`config.mk`:
```
export PLATFORM = sky130hd
export DESIGN_NAME = systolic_result_reader
export DESIGN_NICKNAME = d
export VERILOG_FILES = /design/src/rtl/systolic_result_reader.sv
export SDC_FILE = /design/constraint.sdc
export NUM_CORES = 1
export LEC_CHECK = 0
export BUFFER_PORTS_ARGS = -buffer_cell sky130_fd_sc_hd__buf_2
export CAP_MARGIN = 20
export CORE_AREA = 5 5 250 252
export CTS_CLUSTER_DIAMETER = 40
export DETAILED_ROUTE_END_ITERATION = 7
export DIE_AREA = 0 0 255 257
export GPL_ROUTABILITY_DRIVEN = 0
export PLACE_DENSITY = 0.68
export SLEW_MARGIN = 25
export SYNTH_ARGS = -nofsm -noshare
export SYNTH_HDL_FRONTEND = slang
export SYNTH_SLANG_ARGS = --single-unit
```
`constraint.sdc`:
```
create_clock -name clk -period 16.3 [get_ports clk]
set_clock_uncertainty 0.15 [all_clocks]
set_input_delay 0.815 -clock clk [delete_from_list [all_inputs] [get_ports clk]]
set_output_delay 0.815 -clock clk [all_outputs]
set_load 0.01 [all_outputs]
```
`src/rtl/systolic_result_reader.sv`:
```
// Snapshots the NxN accumulator array on the controller's done pulse and
// unloads it one row per valid/ready transfer toward the output buffer.
module systolic_result_reader #(
    parameter int  ARRAY_SIZE = 4,
    parameter int  ACC_WIDTH  = 32,
    localparam int ROW_W      = $clog2(ARRAY_SIZE)
) (
    input  logic                                      clk,
    input  logic                                      rst,
    input  logic                                      done_in,
    input  logic [ARRAY_SIZE*ARRAY_SIZE*ACC_WIDTH-1:0] acc_flat,
    output logic                                      out_valid,
    input  logic                                      out_ready,
    output logic [ARRAY_SIZE*ACC_WIDTH-1:0]           out_data,
    output logic [ROW_W-1:0]                          out_row,
    output logic                                      out_last,
    output logic                                      busy,
    output logic                                      start_allow,
    output logic                                      overrun,
    input  logic                                      clr_overrun
);

    localparam int ROW_BITS  = ARRAY_SIZE * ACC_WIDTH;
    localparam int SNAP_BITS = ARRAY_SIZE * ROW_BITS;

    // Handshake: a row moves when out_valid && out_ready on a rising edge;
    // once raised, out_valid and the row payload hold until that transfer.
    typedef enum logic {
        S_IDLE   = 1'b0,
        S_STREAM = 1'b1
    } state_t;

    state_t                 r_state;
    state_t                 w_next;
    logic [ROW_W-1:0]       r_row;
    logic [SNAP_BITS-1:0]   r_snap;
    logic                   r_overrun;

    logic                   w_xfer;
    logic                   w_row_last;
    logic                   w_capture;
    logic                   w_ovr_event;
    logic [ROW_BITS-1:0]    w_row_data;

    assign w_row_last  = (r_row == ROW_W'(ARRAY_SIZE - 1));
    assign w_xfer      = (r_state == S_STREAM) && out_ready;
    // A done pulse landing on the final transfer starts the next set seamlessly.
    assign w_capture   = done_in && ((r_state == S_IDLE) || (w_xfer && w_row_last));
    assign w_ovr_event = done_in && (r_state == S_STREAM) && !(w_xfer && w_row_last);

    // State register
    always_ff @(posedge clk or posedge rst) begin
        if (rst) begin
            r_state <= S_IDLE;
        end else begin
            r_state <= w_next;
        end
    end

    // Next-state logic
    always_comb begin
        w_next = r_state;
        case (r_state)
            S_IDLE: begin
                if (done_in) begin
                    w_next = S_STREAM;
                end
            end
            S_STREAM: begin
                if (w_xfer && w_row_last && !done_in) begin
                    w_next = S_IDLE;
                end
            end
            default: w_next = S_IDLE;
        endcase
    end

    // Output logic
    always_comb begin
        out_valid   = (r_state == S_STREAM);
        busy        = (r_state == S_STREAM);
        start_allow = (r_state != S_STREAM);
        out_last    = (r_state == S_STREAM) && w_row_last;
        out_row     = r_row;
        out_data    = w_row_data;
        overrun     = r_overrun;
    end

    // Row mux reads only the registered snapshot, never acc_flat.
    always_comb begin
        w_row_data = '0;
        for (int r = 0; r < ARRAY_SIZE; r++) begin
            if (r_row == ROW_W'(r)) begin
                w_row_data = r_snap[r*ROW_BITS +: ROW_BITS];
            end
        end
    end

    always_ff @(posedge clk or posedge rst) begin
        if (rst) begin
            r_snap <= '0;
            r_row  <= '0;
        end else if (w_capture) begin
            r_snap <= acc_flat;
            r_row  <= '0;
        end else if (w_xfer && !w_row_last) begin
            r_row  <= r_row + ROW_W'(1);
        end
    end

    // Sticky error flag; a new event outranks a same-cycle clear.
    always_ff @(posedge clk or posedge rst) begin
        if (rst) begin
            r_overrun <= 1'b0;
        end else if (w_ovr_event) begin
            r_overrun <= 1'b1;
        end else if (clr_overrun) begin
            r_overrun <= 1'b0;
        end
    end

endmodule

```
[Word-level counts from Yosys, hierarchy flattened]
Index checks and enable logic that the tools add are counted.
Word-level totals
  latch bits: 0
  bits in read-only memories: 0
  word-level logic and storage cells: 35
  bits in registers: 516
  memory bits (writable): 0
  bits of input ports: 517
  output and inout bits: 135
  memories kept: 0
Cells by class
  add/sub/neg operators: 1
  muxes and demuxes: 11
  div/mod/pow operators: 0
  shift-type cells: 0
  magnitude comparators: 0
  multiply operators: 0
  reduce and logical (&&, ||, !) cells: 15
  bitwise logic cells: 1
  eq/ne operators: 3
Operators with widths (number)
  two-way mux 128 bit: 4
  logical AND 1 bit: 8
  == test 2 bit, second input constant: 2
  two-way mux 1 bit: 4
  two-way mux 2 bit: 2
  nonzero test 2 bit: 2
  zero test 1 bit: 3
  adder 2 x 1 -> 2 bit, second input constant: 1
  == test 2 x 1 -> 1 bit, second input constant: 1
  zero test 2 bit: 1
  one-hot mux 1 bit (2 select lines): 1
  logical OR 1 bit: 1
  inverter 1 bit: 1

[Depth between registers and ports, before layout]
  depth in word-level cells: 5
  mapped depth: 7
  mapped depth without buffers: 5

[Worst setup path after synthesis]
No wires, ideal clock.
  kind: register to output
  start point: reg r_row[0] (netlist: out_row[0])
  end point: out out_data[100]
  data required time: 15.335 ns
  setup slack: 13.619 ns
  cell stages (with the launch flop): 8
  arrival time: 1.716 ns
  buffers on the path: 3
  path through: dfrtp_1 -> inv_1 -> ha_1 -> buf_2 -> nor2_1 -> clkbuf_1 -> clkbuf_1 -> a31oi_1
Between the ends
  longest elaborated chain between the ends: 5
  elaborated cells on any way between the ends: 8
  classes of those cells: eq/ne: 3; mux: 4; reduce/logical: 1
RTL lines
  from (decl): RTL line 35  | logic [ROW_W-1:0] r_row;
  from (signal assigned): RTL line 107  | r_row <= r_row + ROW_W'(1);
  zero test 2 bit: RTL line 93  | if (r_row == ROW_W'(r)) begin
  two-way mux 128 bit (3 in series): RTL line 93
  two-way mux 128 bit *: RTL line 93
  to (decl): RTL line 14  | output logic [ARRAY_SIZE*ACC_WIDTH-1:0] out_data,
Every way passes the cells marked *; elsewhere a longest branch is shown, timed or not.

[Worst setup path after layout]
  start point: reg r_row[0] (netlist: out_row[0])
  end point: out out_data[8]
Same word-level chain as after synthesis.

==> impl_metrics.csv <==
group,metric,value,unit
outcome,status,"finished, final reports clean",
critical_path,slowest_delay,0.87,ns
sta,maxSlewViolCount,0,
synthesis,synth-seq-cells,516,
power_and_ir_drop,leakage,13.8,nW
critical_path,cp-end-kind,"output pin",
clocking,clkLatencyLatePin,0.61,ns
critical_path,path_cells,"ha_4 -> buf_4 -> nor2_4 -> buf_4 -> buf_4 -> a31oi_1 -> buf_2",
clocking,clock_path_buffers,3,
routing,drt_iter0_drc,1065,
sta,period_share,32.6,%
min_path,hp-class,"primary input to asynchronous set/reset pin",
synthesis,synthArstFlopShare,100,%
floorplanning,die_h,257,um
synthesis,ys_warn_count,0,
synthesis,synth.distinct_cells,21,
routing,viasPerCell,5.29,
global_routing,grt_pass1_vias,19099,
critical_path,crit_type,"flip-flop to output pin",
sta,tightest_slew,1.07,ns
flow_run,drv_cap,0,
global_routing,overflow,0,
place,pre_cts_slack,11.20,ns
synthesis,synth_edf_count,0,
clocking,cts_setup_buffers,0,
synthesis,syn_area,23800,sq um
floorplanning,die_area,65500,sq um
finish,drive_above_1_share,39.3,%
global_routing,grt_first_pass_wirelength,110,mm
synthesis,yosysSeqAreaShare,54.2,%
clocking,cts_root_buf,"clkbuf_16",
floorplanning,core,59900,sq um
synthesis,yosysTopAreaCell,"dfrtp_1",
critical_path,cp.required,15.34,ns
clocking,h-tree-depth,3,
synthesis,yosys.area.top_type_share,54.2,%
routing,vias,17664,
routing,totalWireLength,73.3,mm
global_routing,antenna_found_initial,43,
sta,setup_ws,10.98,ns
finish,synthToLayoutAreaGrowth,27.9,%
routing,wl_per_cell,22.0,um
critical_path,cp-start-kind,"flip-flop",
floorplanning,row_count,90,
clocking,cts_buffers,88,
sta,setup_viol,0,
clocking,cts.clk_slew.worst_paths,0.06,ns
synthesis,syn_nets,2368,
synthesis,synthFlopType,"dfrtp_1",
clocking,cts_resized,0,
place,post-dp-hpwl,49.6,mm
floorplanning,start_util,39.8,%
synthesis,syn_area_per_cell,12.9,sq um
critical_path,worst-path-buf-inv,4,
critical_path,arrival,4.35,ns
clocking,clock-sinks,516,
clocking,cts-hold-fix-buffers,0,
place,port_buffers,651,
sta,tns,0,ns
floorplanning,die_w,255,um
finish,fin_nets,2973,
power_and_ir_drop,power_density,216,nW/um^2
clocking,cts_tree,"yes",
global_routing,grt_max_degree,134,
critical_path,reg2regPathDepth,7,
critical_path,crit_family,"buffers and inverters",
synthesis,synthTopCellsByArea,"dfrtp_1 54%, mux2_1 23%, or3b_2 4.7%",
routing,post-route-drc-count,0,
synthesis,synthCells,1847,
critical_path,path_depth,7,
critical_path,path_max_fanout,77,
routing,ant_nets,0,
sta,slew_headroom,28.9,%
global_routing,track_usage,21.3,%
synthesis,synth_most_common_cell,"dfrtp_1",
sta,rsz0062_at_grt,"false",
sta,hold_violations,0,
critical_path,r2r_setup_slack,11.34,ns
synthesis,synth_commonest_cells,"516 x dfrtp_1, 480 x mux2_1, 130 x o21ai_0",
power_and_ir_drop,vdd_drop_max,0.125,mV
critical_path,crit_top_cell,"buf_4",
sta,layout_min_cycle_time,5.32,ns
floorplanning,io-pin-count,652,
critical_path,cp_slowest_cell,"buf_4",
sta,fmax,0.188,GHz
routing,dr.pass1.iters,5,
-- worst paths after layout --
kind | startpoint | end
setup / recovery | out_row[0] | out_data[8]
hold / removal | rst | r_snap[69]
setup reg to reg | out_row[0] | r_snap[26]
hold reg to reg | r_snap[311] | r_snap[311]
max in group asynchronous | rst | r_snap[500]
min in group clk | acc_flat[9] | r_snap[9]
-- layout make-up --
cell class	count	area (sq um)
timing repair buffer	670	3420
clock buffer	107	2370
inverter	7	41.3
tap	782	978
antenna	35	87.6
multi-input combinational	1169	9970
sequential	516	12900
clock inverter	54	698
fill	5250	29400
-- stage by stage --
| stage | total power, W | instances | area [sq um] | hold WS [ns] | util (%) |
|---|---|---|---|---|---|
| after CTS | 0.00666 | 3305 | 30400 | 0.200 | 50.7 |
| after detailed placement | 0.00474 | 3144 | 27300 | 0.323 | 45.6 |
| after floorplan | 0.00379 | 1847 | 23800 | 0.306 | - |
| after global placement | 0.00464 | 3144 | 27300 | 0.315 | 45.6 |
| final | 0.00660 | 3340 | 30500 | 0.150 | 50.9 |
| after global routing | 0.00698 | 3335 | 30500 | 0.190 | 50.9 |
-- metal layers --
metal	track usage, %	part of all wire, %	up-vias	routed length, um
met1	25.0	38	8957	28100
met3	5.27	6.5	163	4770
met4	9.66	3.6	16	2610
li1	-	-	7946	-
met2	36.9	51	582	37700
met5	0	0.14	-	102
-- where the power goes --
group          total (W)  switching [W]  internal, W
Combinational    0.00244        0.00136      0.00109
Sequential       0.00226       0.000332      0.00193
Clock            0.00189       0.000677      0.00121
Total            0.00660        0.00236      0.00423
-- registers in the layout (all words and copies together) (netlist names) --
register  count
out_row       2
busy          1
r_snap      512
overrun       1
-- logic make-up (layout without fill, tap and decap cells) --
group / count (synthesis) / in the layout / share of synthesized area (%)
other: 0 / 35 / 0
AO/OA/AOI/OAI: 263 / 263 / 6.25
adder cells (fa/ha/maj): 4 / 4 / 0.210
flip-flops: 516 / 516 / 54.2
AND/OR/NAND/NOR: 390 / 390 / 10.9
buffers and inverters: 162 / 838 / 4.28
multiplexers: 512 / 512 / 24.2
-- cells in the final DEF (no fill, tap or decap), types with 2 or more instances in the layout --
| cell type | count |
|---|---|
| clkinv_4 | 11 |
| buf_6 | 4 |
| or3b_2 | 129 |
| clkbuf_8 | 10 |
| dfrtp_1 | 516 |
| mux2_2 | 32 |
| nand2_1 | 129 |
| clkinvlp_4 | 8 |
| diode_2 | 35 |
| inv_6 | 8 |
| clkbuf_1 | 9 |
| clkbuf_16 | 88 |
| inv_8 | 5 |
| buf_2 | 651 |
| a22o_1 | 2 |
| a31oi_1 | 128 |
| buf_4 | 15 |
| clkinv_2 | 9 |
| ha_4 | 4 |
| bufinv_16 | 10 |
| inv_1 | 5 |
| o21ai_0 | 130 |
| inv_16 | 2 |
| nand3b_1 | 129 |
| mux2_1 | 480 |
No activity file was read; power rests on OpenSTA's default activity.
